File: src/rtl/spike_collector_if.sv
// Packet ingress and row egress channels of the spike collector, plus its status flags.
// The slave modport is the collector; the master modport is whatever drives and drains it.
interface spike_collector_if #(
    parameter int PKT_W  = 33,
    parameter int ADDR_W = 4,
    parameter int OUTS   = 10,
    parameter int TS_W   = 4
);
    logic              pkt_valid;
    logic              pkt_ready;
    logic [PKT_W-1:0]  pkt_data;
    logic              row_valid;
    logic              row_ready;
    logic [OUTS-1:0]   row_data;
    logic [ADDR_W-1:0] row_pe;
    logic [TS_W-1:0]   row_ts;
    logic              ts_done;
    logic              all_done;
    logic              err;

    modport master (
        output pkt_valid, pkt_data, row_ready,
        input  pkt_ready, row_valid, row_data, row_pe, row_ts, ts_done, all_done, err
    );

    modport slave (
        input  pkt_valid, pkt_data, row_ready,
        output pkt_ready, row_valid, row_data, row_pe, row_ts, ts_done, all_done, err
    );
endinterface

File: src/rtl/spike_collector.sv
// Collects per-PE output spikes from the NoC into a spike map and streams one row per PE
// at the end of each timestep; halts after NUM_TS timesteps.
module spike_collector #(
    parameter int PKT_W   = 33,
    parameter int ADDR_W  = 4,
    parameter int MY_ADDR = 13,
    parameter int NUM_PE  = 5,
    parameter int OUTS    = 10,
    parameter int NUM_TS  = 10,
    parameter int TS_W    = 4
) (
    input  logic              clk,
    input  logic              rst,
    spike_collector_if.slave  bus
);
    localparam int CNT_W = $clog2(OUTS + 1);
    localparam int PE_W  = (NUM_PE > 1) ? $clog2(NUM_PE) : 1;

    typedef enum logic [1:0] {COLLECT, DRAIN, CLOSE, HALT} state_t;

    state_t            state;
    logic [OUTS-1:0]   map [NUM_PE];
    logic [CNT_W-1:0]  cnt [NUM_PE];
    logic [PE_W-1:0]   idx;
    logic [TS_W-1:0]   ts;
    logic              err_q;

    logic              pkt_type;
    logic [ADDR_W-1:0] pkt_dest;
    logic [ADDR_W-1:0] pkt_src;
    logic              spike;
    logic              unused_data;

    assign pkt_type    = bus.pkt_data[PKT_W-1];
    assign pkt_dest    = bus.pkt_data[PKT_W-2 -: ADDR_W];
    assign pkt_src     = bus.pkt_data[PKT_W-2-ADDR_W -: ADDR_W];
    assign spike       = bus.pkt_data[0];
    assign unused_data = ^bus.pkt_data[PKT_W-2-2*ADDR_W:1];

    logic              pkt_fire;
    logic              row_fire;
    logic [NUM_PE-1:0] hit;
    logic              pkt_ok;
    logic              map_full_nxt;

    assign pkt_fire = bus.pkt_valid && bus.pkt_ready;
    assign row_fire = bus.row_valid && bus.row_ready;

    // hit[p] marks a well-formed packet from PE p that still has room; an out-of-range
    // src matches no p, so it falls into the error path with the other malformed cases.
    always_comb begin
        hit          = '0;
        map_full_nxt = 1'b1;
        for (int p = 0; p < NUM_PE; p++) begin
            if (!pkt_type && pkt_dest == ADDR_W'(MY_ADDR) && pkt_src == ADDR_W'(p) &&
                cnt[p] < CNT_W'(OUTS))
                hit[p] = 1'b1;
        end
        pkt_ok = |hit;
        for (int p = 0; p < NUM_PE; p++)
            map_full_nxt = map_full_nxt && ((cnt[p] + CNT_W'(hit[p])) == CNT_W'(OUTS));
    end

    always_ff @(posedge clk) begin
        if (rst) begin
            state <= COLLECT;
            idx   <= '0;
            ts    <= '0;
            err_q <= 1'b0;
            for (int p = 0; p < NUM_PE; p++) begin
                map[p] <= '0;
                cnt[p] <= '0;
            end
        end else begin
            case (state)
                COLLECT: begin
                    if (pkt_fire) begin
                        if (pkt_ok) begin
                            for (int p = 0; p < NUM_PE; p++) begin
                                if (hit[p]) begin
                                    map[p][cnt[p]] <= spike;
                                    cnt[p]         <= cnt[p] + 1'b1;
                                end
                            end
                            if (map_full_nxt)
                                state <= DRAIN;
                        end else begin
                            err_q <= 1'b1;
                        end
                    end
                end
                DRAIN: begin
                    if (row_fire) begin
                        if (idx == PE_W'(NUM_PE - 1))
                            state <= CLOSE;
                        else
                            idx <= idx + 1'b1;
                    end
                end
                CLOSE: begin
                    idx <= '0;
                    for (int p = 0; p < NUM_PE; p++) begin
                        map[p] <= '0;
                        cnt[p] <= '0;
                    end
                    if (ts == TS_W'(NUM_TS - 1)) begin
                        state <= HALT;
                    end else begin
                        ts    <= ts + 1'b1;
                        state <= COLLECT;
                    end
                end
                HALT:    state <= HALT;
                default: state <= COLLECT;
            endcase
        end
    end

    // Outputs decode straight from registered state, so a stalled row stays stable.
    assign bus.pkt_ready = (state == COLLECT) && !rst;
    assign bus.row_valid = (state == DRAIN);
    assign bus.row_data  = (state == DRAIN) ? map[idx] : '0;
    assign bus.row_pe    = ADDR_W'(idx);
    assign bus.row_ts    = ts;
    assign bus.ts_done   = (state == CLOSE);
    assign bus.all_done  = (state == HALT);
    assign bus.err       = err_q;
endmodule

File: src/flat_wrapper.sv
// flat-port wrapper written by rule: the top's interface ports become plain ports
module spike_collector_flat 
#(
    parameter int PKT_W   = 33,
    parameter int ADDR_W  = 4,
    parameter int MY_ADDR = 13,
    parameter int NUM_PE  = 5,
    parameter int OUTS    = 10,
    parameter int NUM_TS  = 10,
    parameter int TS_W    = 4
)
  (clk, rst, bus_pkt_valid, bus_pkt_data, bus_row_ready, bus_pkt_ready, bus_row_valid, bus_row_data, bus_row_pe, bus_row_ts, bus_ts_done, bus_all_done, bus_err);
  spike_collector_if #(.PKT_W(PKT_W), .ADDR_W(ADDR_W), .OUTS(OUTS), .TS_W(TS_W)) bus_i ();
  input  logic clk;
  input  logic rst;
  input wire logic [$bits(bus_i.pkt_valid)-1:0] bus_pkt_valid;
  input wire logic [$bits(bus_i.pkt_data)-1:0] bus_pkt_data;
  input wire logic [$bits(bus_i.row_ready)-1:0] bus_row_ready;
  output wire logic [$bits(bus_i.pkt_ready)-1:0] bus_pkt_ready;
  output wire logic [$bits(bus_i.row_valid)-1:0] bus_row_valid;
  output wire logic [$bits(bus_i.row_data)-1:0] bus_row_data;
  output wire logic [$bits(bus_i.row_pe)-1:0] bus_row_pe;
  output wire logic [$bits(bus_i.row_ts)-1:0] bus_row_ts;
  output wire logic [$bits(bus_i.ts_done)-1:0] bus_ts_done;
  output wire logic [$bits(bus_i.all_done)-1:0] bus_all_done;
  output wire logic [$bits(bus_i.err)-1:0] bus_err;
  assign bus_i.pkt_valid = bus_pkt_valid;
  assign bus_i.pkt_data = bus_pkt_data;
  assign bus_i.row_ready = bus_row_ready;
  assign bus_pkt_ready = bus_i.pkt_ready;
  assign bus_row_valid = bus_i.row_valid;
  assign bus_row_data = bus_i.row_data;
  assign bus_row_pe = bus_i.row_pe;
  assign bus_row_ts = bus_i.row_ts;
  assign bus_ts_done = bus_i.ts_done;
  assign bus_all_done = bus_i.all_done;
  assign bus_err = bus_i.err;
  spike_collector #(.PKT_W(PKT_W), .ADDR_W(ADDR_W), .MY_ADDR(MY_ADDR), .NUM_PE(NUM_PE), .OUTS(OUTS), .NUM_TS(NUM_TS), .TS_W(TS_W)) u_core (.clk(clk), .rst(rst), .bus(bus_i));
endmodule
File: config.mk
export PLATFORM = sky130hd
export DESIGN_NAME = spike_collector_flat
export DESIGN_NICKNAME = d
export VERILOG_FILES = /design/src/rtl/spike_collector_if.sv /design/src/rtl/spike_collector.sv /design/src/flat_wrapper.sv
export SDC_FILE = /design/constraint.sdc
export NUM_CORES = 1
export LEC_CHECK = 0
export CORE_MARGIN = 1.5
export CORE_UTILIZATION = 60
export DETAILED_ROUTE_END_ITERATION = 8
export PLACE_DENSITY = 0.9
export SYNTH_ARGS = -nofsm -noshare
export SYNTH_HDL_FRONTEND = slang
export SYNTH_SLANG_ARGS = --single-unit
File: constraint.sdc
create_clock -name clk -period 5.7 [get_ports clk]
set_input_delay 0.57 -clock clk [delete_from_list [all_inputs] [get_ports clk]]
set_output_delay 0.57 -clock clk [all_outputs]
set_load 0.1 [all_outputs]
Yosys cells after proc, flatten, opt, wreduce, memory -nomap -nowiden
Memory sizes are Yosys's and may differ from the RTL's. A register that Yosys moved wholly into a read port is not among the register bits. Cells that the tools add are included. Widths: inputs -> output; s select.

Flip-flop bits (word level): 10. Memory bits (writable): 70. Bits of input ports: 37. Logic and storage cells: 377. Memories: 2.

Memories: u_core.map (depth 5, width 10, rd ports 1, clocked after Yosys merged registers in 1, write ports 5, line spike_collector.sv:22) `logic [OUTS-1:0] map [NUM_PE];`; u_core.cnt (depth 5, width 4, rd ports 5, clocked after Yosys merged registers in 0, write ports 5, line spike_collector.sv:23) `logic [CNT_W-1:0] cnt [NUM_PE];`.

Add/sub/neg operators: 12. Order comparisons: 15. Eq/ne operators: 21. Mux-type cells: 178. Bitwise operators: 112. Reductions and logical operators: 33.

Operator list (count): $mux 1 (145); $or 1x1->1 (110); $mux 10 (6); $mux 4 (10); $eq 4x4->1 const B (7); $lt 4x5->1 const B (5); $add 4x1->4 const B (6); $logic_and 1x1->1 (23); $add 4x1->4 (5); $demux 1 s4 (5); $ge 4x1->1 const B (5); $lt 4x4->1 const B (5); $mux 2 (6); $mux 3 (4); $eq 4x2->1 const B (2); $pmux 2 s4 (1); $ne 2x1->1 const B (3); $ne 2x2->1 const B (3); $pmux 3 s2 (1); $reduce_and 3->1 (2); $reduce_and 5->1 (1); $reduce_or 5->1 (1); $eq 2x2->1 const B (2); $eq 4x1->1 const B (1); other kinds (10) (12).

Longest topological paths before layout
Gate-level depths: netlist of the first run.

Word-level depth: 15. Gate-level depth with buffers: 11. Mapped depth without buffers: 10.

Least setup slack after synthesis of the first run
Ideal clock, no wire load.

Kind: input to register. From: input rst. To: memory u_core.map[4][0] (enable). Setup time: 0.293 ns. Arrival time: 3.725 ns. Required time: 5.407 ns. Setup slack: 1.682 ns. Stages: 5. Buffers on the path: 0. Cell sequence: nor3_1 nand2_1 nor4_1 nand2_1 nand2_1.

RTL lines: start, declared (line flat_wrapper.sv:15) `input logic rst;`; end, declared (line spike_collector.sv:22).

==> flow_metrics.py, run 1 <==
metrics = {
    "run_status": {
        "outcome": "complete, no violations",
    },
    "pwr": {
        "leakagePower_nw": 2.08,
        "peakVddDrop_uv": 133,
        "p_per_area_mw_per_mm2": 225,
    },
    "logic_synthesis": {
        "synth_edf_count": 70,
        "synth_area_leaders": "edfxtp_1, ha_1, nand2_1",
        "synthArstFlopShare_pct": 0,
        "synth_area_mm2": 0.00487,
        "ys_seq_area_share_pct": 48.5,
        "yosysUniqueCellTypes": 58,
        "syn_area_per_cell_um2": 10.7,
        "synth_top_area_share_pct": 43.2,
        "yosysTopAreaCell": "edfxtp_1",
        "synth_seq_cells": 83,
        "yosysWarnings": 0,
        "synthCells": 457,
        "synthFlopType": "edfxtp_1",
        "synth_nets": 528,
    },
    "clocking": {
        "clk_latency_ps": 380,
        "root_buffer": "clkbuf_8",
        "htreeDepth": 3,
        "cts_resized": 0,
        "clock_sinks": 83,
        "cts_buffer_depth": 2,
        "post_cts.repair.setup_buffers": 0,
        "cts_tree": "done",
        "clk_pin_slew_ps": 100,
        "hold_buffers": 0,
        "numCtsBuffers": 9,
    },
    "floorplan": {
        "die_y_um": 93.1,
        "die_x_um": 93.1,
        "dieArea_mm2": 0.00867,
        "start_util_pct": 62.4,
        "io_pins": 60,
        "placeableCoreArea_mm2": 0.00781,
        "rows": 32,
    },
    "global_routing": {
        "top_usage_layer": "met2",
        "grt-ovfl-total": 0,
        "grt_pass1_wl_um": 17900,
        "grt_pass1_vias": 3475,
        "gr-usage-met3_pct": 3.74,
        "grt_start_max_net_pins": 51,
        "antenna_found_initial": 0,
        "grtUsageTotal_pct": 27.5,
        "use_met1_pct": 36.6,
        "grt.met2_usage_pct": 45.9,
    },
    "cells_and_area": {
        "fillerInstances": 545,
        "nNetsFinal": 552,
        "syn_to_final_growth_pct": 12.1,
        "drive_gt1_share_pct": 8.85,
        "antennaDiodeCount": 0,
        "post_layout_nonfiller_instances": 588,
        "layout_commonest_cell": "nand2_1",
        "final_cell_mix": "nand2_1, edfxtp_1, nor2_1, clkdlybuf4s50_1, ha_1",
    },
    "timing": {
        "hold_viol": 0,
        "relSlewSlack_pct": 32.8,
        "tightestPinTransition_ps": 1010,
        "finalSetupViolCount": 0,
        "fin_crit_sh_pct": 63.2,
        "clock.fmax_ghz": 0.278,
        "finalMaxSlewViolations": 0,
        "fin_tns_setup_ps": 0,
        "fin_crit_ps": 3600,
        "rsz0062_at_grt": "false",
        "fin_skew_ps": 9.13,
    },
    "placed_design": {
        "port_buffers": 35,
        "place_hpwl_um": 8220,
        "placed_cells": 572,
        "gp_congestion": 0.974,
    },
    "critical_path": {
        "path_max_fanout": 10,
        "reg2reg_from": "u_core.cnt[0][18]",
        "end_kind": "primary output",
        "r2r_cells": 5,
        "max_stage_delay_ps": 990,
        "arrival_ps": 3030,
        "cp-start-kind": "flip-flop",
        "crit_type": "reg2out",
        "crit_chain": "mux4_2, mux2i_1, nor2_1, clkdlybuf4s50_1",
        "reg2reg_slack_ps": 2860,
        "crit_required_ps": 5130,
        "cp_slowest_cell": "clkdlybuf4s50_1",
        "regToRegEndpoint": "u_core.map[2][6]",
    },
    "worst_hold_path": {
        "hp-start": "u_core.bus.err",
        "min_path_cells": 2,
        "min_path_type": "reg2reg",
        "min_to": "u_core.bus.err",
    },
    "drt": {
        "drt-wirelength-per-cell_um": 19.0,
        "dr.first_iter.drc_count": 439,
        "vias": 3598,
        "ant_nets": 0,
        "drcViolationCount": 0,
        "viasPerCell": 6.12,
        "firstDrtPassIters": 7,
        "totalWireLength_um": 11100,
    },
    "job": {
        "cap_violations": 0,
    },
}
[per-stage QoR]
stage | util [%] | setup WS (ps) | hold slack [ps] | power [W] | area, µm²
2_1_floorplan | - | 1680 | 543 | 0.000763 | 4870
3_3_place_gp | 67.4 | 2240 | 441 | 0.000791 | 5260
3_5_place_dp | 67.4 | 2170 | 467 | 0.000797 | 5260
4_1_cts | 70.0 | 2060 | 481 | 0.00122 | 5460
5_1_grt | 70.0 | 1980 | 507 | 0.00125 | 5460
6_report | 70.0 | 2100 | 478 | 0.00123 | 5460
[synthesized netlist by cell type, types with 6 or more instances]
library cell and n:
a21oi_1 6, nor2b_1 6, xor2_1 12, nand3_1 19, xnor2_1 12, mux4_2 10, nor4_1 7, nor3_1 7
nand4_1 6, edfxtp_1 70, mux2i_1 11, a21o_1 7, nor2_1 50, buf_2 9, clkbuf_1 10, o21ai_0 12
nand2_1 80, ha_1 34, inv_1 19, dfxtp_1 13
[power breakdown]
part	switching [W]	internal [W]
combinational	0.0000588	0.0000371
clock	0.000249	0.000193
sequential	0.0000166	0.000673
total	0.000324	0.000903
[routing by layer]
| metal | vias to the layer above | routed length [µm] |
|---|---|---|
| li1 | 1666 | - |
| met1 | 1718 | 4600 |
| met2 | 191 | 5590 |
| met3 | 23 | 705 |
| met4 | 0 | 246 |
| met5 | - | 0 |
[state kept, by name, indices dropped and copies added, names as in the netlist, named ones only]
register	cells
u_core.map	50
u_core.cnt	20
u_core.bus.row_ts	4
u_core.idx	3
u_core.state	2
u_core.bus.err	1
[worst max-delay path by stage]
stage,end,slack (ps),cells after the start
after floorplan,u_core.map[4][0],1680,5
after global placement,u_core.map[0][5],2240,6
after detailed placement,u_core.map[0][1],2170,6
after CTS,bus_row_data[7],2060,4
after global routing,bus_row_data[7],1980,4
final,bus_row_data[7],2100,4
[critical path: cells and delay by family (launching register included)]
family | cells | cell delay [ps]
buffers and inverters | 1 | 990
AND/OR/NAND/NOR | 1 | 60
multiplexers | 2 | 780
flip-flops | 1 | 810
[cell families after synthesis]
family / count (synthesis) / share of synthesized area [%]
AND/OR/NAND/NOR: 206 / 21.5
flip-flops: 83 / 48.5
AO/OA/AOI/OAI: 45 / 6.35
buffers and inverters: 43 / 3.65
adder cells (fa/ha/maj): 34 / 8.73
XOR/XNOR: 24 / 4.32
multiplexers: 21 / 6.88
other: 1 / 0.0770
[area by class of cell]
class                   count  area, µm²  area share (%)
repair buffers             37        365            6.69
clock buffers              10        149            2.73
multi-input cells         331       2330            42.7
well taps                 102        128            2.34
inverters                  19       71.3            1.31
flip-flops and latches     83       2360            43.3
clock inverters             6       52.6           0.962
(Power assumes the default switching activity.)
==> run 2: changes to the inputs <==
--- a/config.mk
+++ b/config.mk
@@ -6,9 +6,9 @@
 export NUM_CORES = 1
 export LEC_CHECK = 0
 export CORE_MARGIN = 1.5
-export CORE_UTILIZATION = 60
+export CORE_UTILIZATION = 56
 export DETAILED_ROUTE_END_ITERATION = 8
-export PLACE_DENSITY = 0.9
+export PLACE_DENSITY = 0.85
 export SYNTH_ARGS = -nofsm -noshare
 export SYNTH_HDL_FRONTEND = slang
 export SYNTH_SLANG_ARGS = --single-unit
==> constraint.sdc (replaced) <==
create_clock -name clk -period 3.7 [get_ports clk]
set_input_delay 0.37 -clock clk [delete_from_list [all_inputs] [get_ports clk]]
set_output_delay 0.37 -clock clk [all_outputs]
set_load 0.1 [all_outputs]
==> run 2 against run 1 <==
Effect of this change: register-to-register slack worse by 1800 ps; worst setup slack worse by 1200 ps; sequential cell count stayed put; highest routed layer unchanged; critical path depth is 1 lower.
==> flow_metrics.py, run 2 (synthesis gave the netlist of run 1 again) <==
metrics = {
    "global_routing": {
        "grt_pass1_vias": 3317,
        "grt-ovfl-total": 0,
        "grtUsageTotal_pct": 25.8,
        "grt_pass1_wl_um": 17300,
        "antenna_found_initial": 0,
        "grt_start_max_net_pins": 51,
    },
    "floorplan": {
        "die_x_um": 96.3,
        "rows": 33,
        "dieArea_mm2": 0.00927,
        "die_y_um": 96.3,
        "io_pins": 60,
        "placeableCoreArea_mm2": 0.00834,
        "start_util_pct": 58.4,
    },
    "pwr": {
        "p_switching_w": 0.000466,
        "clkPwrFrac_pct": 36.3,
        "p_per_area_mw_per_mm2": 348,
        "sw_frac_of_total_pct": 24.6,
        "pwr-share-seq_pct": 56.0,
        "finalPower_w": 0.00189,
        "p_int_w": 0.00143,
        "comb_power_share_pct": 7.7,
        "leakagePower_nw": 2.11,
        "peakVddDrop_uv": 205,
    },
    "clocking": {
        "clk_pin_slew_ps": 80,
        "clk_latency_ps": 370,
        "cts_resized": 0,
        "cts_tree": "done",
        "clock_sinks": 83,
        "cts_buffer_depth": 2,
        "htreeDepth": 3,
        "numCtsBuffers": 9,
        "post_cts.repair.setup_buffers": 0,
        "hold_buffers": 0,
        "root_buffer": "clkbuf_8",
    },
    "cells_and_area": {
        "syn_to_final_growth_pct": 11.8,
        "final_util_pct": 65.3,
        "drive_gt1_share_pct": 11.5,
        "nNetsFinal": 553,
        "largest_reg_flops": 50,
        "layout_commonest_cell": "nand2_1",
        "top_register": "u_core.map",
        "final_cell_mix": "nand2_1, edfxtp_1, nor2_1, ha_1, clkdlybuf4s50_1",
        "antennaDiodeCount": 0,
    },
    "timing": {
        "fin_tns_setup_ps": 0,
        "worst_slack_ps": 910,
        "clock.fmax_ghz": 0.358,
        "finalMaxSlewViolations": 0,
        "finalSetupViolCount": 0,
        "relSlewSlack_pct": 32.0,
        "fin_crit_sh_pct": 75.4,
        "rsz0062_at_grt": "false",
        "fin_skew_ps": 9.87,
        "fin_crit_ps": 2790,
        "hold_viol": 0,
        "tightestPinTransition_ps": 1020,
    },
    "drt": {
        "vias": 3552,
        "totalWireLength_um": 11100,
        "viasPerCell": 6.00,
        "drt-wirelength-per-cell_um": 18.8,
        "drcViolationCount": 0,
        "firstDrtPassIters": 5,
        "ant_nets": 0,
        "dr.first_iter.drc_count": 362,
    },
    "placed_design": {
        "gp_congestion": 0.892,
        "port_buffers": 35,
        "post-place-ws_ps": 571,
        "place_hpwl_um": 8130,
    },
    "critical_path": {
        "end_kind": "primary output",
        "crit_required_ps": 3330,
        "crit_chain": "nand2b_1, inv_1, clkdlybuf4s50_1",
        "crit_buf_inv": 2,
        "max_stage_delay_ps": 1160,
        "cp_top_family": "buffers and inverters",
        "cp_slowest_cell": "clkdlybuf4s50_1",
        "crit_type": "reg2out",
        "arrival_ps": 2420,
        "path_max_fanout": 9,
        "cp-start-kind": "flip-flop",
    },
    "worst_hold_path": {
        "min_path_type": "reg2reg",
    },
    "run_status": {
        "outcome": "complete, no violations",
    },
    "job": {
        "cap_violations": 0,
    },
}
[run 2: changes by cell type in the layout (fill, tap and decap cells not counted), sizes merged]
cell           previous run  this run
buf                       2        15
clkdlybuf4s50            35        23
bufinv                    0         1
clkbuf                   10        11
clkinv                    2         1
inv                      23        22
[run 2: final timing paths]
path                                        start               end  slack (ps)  cells after the start
worst max-delay path              u_core.state[1]       bus_ts_done         910                      3
worst min-delay path               u_core.bus.err    u_core.bus.err         450                      2
worst max register to register  u_core.cnt[0][18]  u_core.map[2][2]        1100                      6
worst min register to register     u_core.bus.err    u_core.bus.err         450                      2
[run 2: metal layers]
| layer | part of all wire (%) | vias up | global-route usage (%) | wire length, µm |
|---|---|---|---|---|
| met5 | 0 | - | 0 | 0 |
| met4 | 1.9 | 0 | 8.95 | 214 |
| met3 | 7.1 | 23 | 5.06 | 791 |
| met2 | 50 | 167 | 41.5 | 5500 |
| met1 | 41 | 1696 | 34.9 | 4600 |
| li1 | - | 1666 | - | - |
[run 2: power groups by stage]
stage	Clock (W)	Combinational (W)	Sequential, W
2_1_floorplan	0	0.000103	0.00107
3_3_place_gp	0	0.000139	0.00108
3_5_place_dp	0	0.000144	0.00108
4_1_cts	0.000691	0.000145	0.00106
5_1_grt	0.000731	0.000158	0.00107
6_report	0.000687	0.000146	0.00106
[run 2: stage by stage]
step,cells,instance area (µm²),hold slack [ps]
final,592,5450,448
after global routing,592,5450,487
after CTS,592,5450,450
after detailed placement,576,5250,437
after global placement,576,5250,436
after floorplan,457,4880,553
[run 2: cell type report]
type | count | area [µm²]
clock buffer | 11 | 141
clock inverter | 5 | 60.1
fill | 637 | 2890
inverter | 19 | 71.3
multi-input combinational | 331 | 2340
sequential | 83 | 2360
tap | 105 | 131
timing repair buffer | 38 | 343
[run 2: worst reg2reg max path, cell delays in order, from the launching register on]
cell and delay, ps:
edfxtp_1 610, o21a_1 270, and4b_4 340, and2_1 310
a32o_1 230, o221a_2 190, buf_4 390
==> run 3: changes to the inputs <==
--- a/config.mk
+++ b/config.mk
@@ -6,9 +6,9 @@
 export NUM_CORES = 1
 export LEC_CHECK = 0
 export CORE_MARGIN = 1.5
-export CORE_UTILIZATION = 56
+export CORE_UTILIZATION = 51
 export DETAILED_ROUTE_END_ITERATION = 8
-export PLACE_DENSITY = 0.85
+export PLACE_DENSITY = 0.82
 export SYNTH_ARGS = -nofsm -noshare
 export SYNTH_HDL_FRONTEND = slang
 export SYNTH_SLANG_ARGS = --single-unit
==> constraint.sdc (replaced) <==
create_clock -name clk -period 2.4 [get_ports clk]
set_input_delay 0.24 -clock clk [delete_from_list [all_inputs] [get_ports clk]]
set_output_delay 0.24 -clock clk [all_outputs]
set_load 0.1 [all_outputs]
==> run 3 against run 2 <==
Effect of this change: sequential power is 53% higher; sequential share of layout area is 4.3 points lower; clock skew is 2.6 ps lower; worst setup slack worse by 800 ps; worst hold slack better by 23 ps; combinational power is 98% higher; sequential cell count stayed put; first-iteration DRC count is 5.2% lower; critical path type is now reg2reg; largest cell class is now multi-input gates.
==> flow_metrics.py, run 3 (synthesis gave the netlist of run 1 again) <==
metrics = {
    "drt": {
        "ant_nets": 0,
        "vias": 3736,
        "totalWireLength_um": 11500,
        "viasPerCell": 5.61,
        "firstDrtPassIters": 5,
        "dr.first_iter.drc_count": 343,
        "drt-wirelength-per-cell_um": 17.3,
        "drcViolationCount": 0,
    },
    "global_routing": {
        "gr-usage-met3_pct": 5.06,
        "grt_start_max_net_pins": 46,
        "antenna_found_initial": 0,
        "top_usage_layer": "met2",
        "use_met1_pct": 33.6,
        "grt.met2_usage_pct": 37.7,
        "grt_pass1_vias": 3603,
        "grtUsageTotal_pct": 24.3,
        "grt-ovfl-total": 0,
        "grt_pass1_wl_um": 18500,
    },
    "timing": {
        "fin_skew_ps": 7.22,
        "finalMaxSlewViolations": 0,
        "fin_crit_sh_pct": 95.6,
        "fin_crit_ps": 2290,
        "fin_tns_setup_ps": 0,
        "clock.fmax_ghz": 0.436,
        "hold_viol": 0,
        "tightestPinTransition_ps": 559,
        "rsz0062_at_grt": "false",
        "relSlewSlack_pct": 62.7,
        "finalSetupViolCount": 0,
    },
    "cells_and_area": {
        "largest_reg_flops": 50,
        "nNetsFinal": 603,
        "multi_input_area_mm2": 0.00237,
        "layout_commonest_cell": "nand2_1",
        "seqCellArea_mm2": 0.00236,
        "fillerInstances": 690,
        "final_util_pct": 65.5,
        "drive_gt1_share_pct": 22.7,
        "antennaDiodeCount": 0,
        "final_cell_mix": "nand2_1, edfxtp_1, buf_4, nor2_1, ha_1",
        "syn_to_final_growth_pct": 24.3,
        "top_register": "u_core.map",
    },
    "critical_path": {
        "max_stage_delay_ps": 470,
        "path_max_fanout": 40,
        "crit_type": "reg2reg",
        "end_kind": "flip-flop",
        "arrival_ps": 2390,
        "cp-start-kind": "flip-flop",
        "cp_slowest_cell": "edfxtp_1",
        "reg2reg_slack_ps": 110,
        "crit_required_ps": 2500,
        "crit_chain": "inv_1, ha_1, nor2b_1, a211o_1, a21oi_1, a31oi_1, o221a_2, buf_12",
    },
    "pwr": {
        "p_switching_w": 0.000699,
        "clkPwrFrac_pct": 36.3,
        "peakVddDrop_uv": 297,
        "p_per_area_mw_per_mm2": 495,
        "comb_power_share_pct": 9.6,
        "leakagePower_nw": 2.43,
        "sw_frac_of_total_pct": 23.3,
        "p_int_w": 0.00230,
        "pwr-share-seq_pct": 54.0,
    },
    "clocking": {
        "hold_buffers": 0,
        "cts_tree": "done",
        "root_buffer": "clkbuf_8",
        "clk_latency_ps": 350,
        "cts_buffer_depth": 2,
        "clock_sinks": 83,
        "htreeDepth": 3,
        "clk_pin_slew_ps": 80,
        "numCtsBuffers": 9,
    },
    "floorplan": {
        "dieArea_mm2": 0.0101,
        "placeableCoreArea_mm2": 0.00924,
        "die_y_um": 101,
        "io_pins": 60,
        "rows": 35,
        "start_util_pct": 52.7,
        "die_x_um": 101,
    },
    "worst_hold_path": {
        "min_path_type": "reg2reg",
    },
    "placed_design": {
        "gp_congestion": 0.879,
        "port_buffers": 35,
        "place_hpwl_um": 8670,
    },
    "run_status": {
        "outcome": "complete, no violations",
    },
    "job": {
        "cap_violations": 0,
    },
}
==> run 3: cell types whose count changed in the layout (fill, tap and decap cells not counted), moves of 2 or more <==
| cell | change |
|---|---|
| nor2_2 | +2 |
| inv_4 | -2 |
| clkdlybuf4s50_1 | -10 |
| buf_4 | +46 |
| buf_12 | +14 |
| nor2_1 | -2 |
==> run 3: final cells by class <==
cell class / count / area share (%)
tap: 129 / 2.67
clock inverter: 4 / 0.868
inverter: 19 / 1.18
sequential: 83 / 39.0
multi-input combinational: 331 / 39.2
clock buffer: 12 / 2.75
timing repair buffer: 88 / 14.3
==> run 3: worst max-delay path, delay by kind of cell, from the launching register on <==
| family | cells | cell delay (ps) |
|---|---|---|
| AND/OR/NAND/NOR | 1 | 160 |
| AO/OA/AOI/OAI | 4 | 840 |
| buffers and inverters | 2 | 280 |
| flip-flops | 1 | 470 |
| adder cells (fa/ha/maj) | 1 | 290 |
==> run 3: through the flow <==
| step | hold slack (ps) | power, W | setup WS [ps] | std cells | instance area [µm²] |
|---|---|---|---|---|---|
| final | 472 | 0.00300 | 107 | 666 | 6050 |
| after global routing | 499 | 0.00310 | 3.68 | 666 | 6050 |
| after CTS | 471 | 0.00300 | 33.9 | 662 | 6000 |
| after detailed placement | 458 | 0.00193 | -333 | 646 | 5780 |
| after global placement | 438 | 0.00192 | -258 | 646 | 5780 |
| after floorplan | 497 | 0.00181 | -40.7 | 457 | 4880 |
==> run 3: power groups by stage <==
stage	clock, W	combinational (W)	sequential [W]
2_1_floorplan	0	0.000159	0.00165
3_3_place_gp	0	0.000270	0.00165
3_5_place_dp	0	0.000277	0.00165
4_1_cts	0.00111	0.000279	0.00162
5_1_grt	0.00116	0.000312	0.00162
6_report	0.00109	0.000289	0.00162
==> run 3: worst paths after layout <==
path | start | end | cells past startpoint
max reg2reg | u_core.cnt[0][4] | u_core.map[2][6] | 8
min reg2reg | u_core.bus.err | u_core.bus.err | 2
min | u_core.bus.err | u_core.bus.err | 2
max | u_core.cnt[0][4] | u_core.map[2][6] | 8
==> run 3: routing by layer <==
metal | part of all wire [%] | vias up
li1 | - | 1767
met1 | 43 | 1797
met2 | 47 | 146
met3 | 6.2 | 26
met4 | 3.0 | 0
met5 | 0 | -
==> run 3: timing repair <==
action	4_1_cts	5_1_grt
endpoints found under the setup margin	0	41
setup buffers	0	4
gates resized for setup	0	8
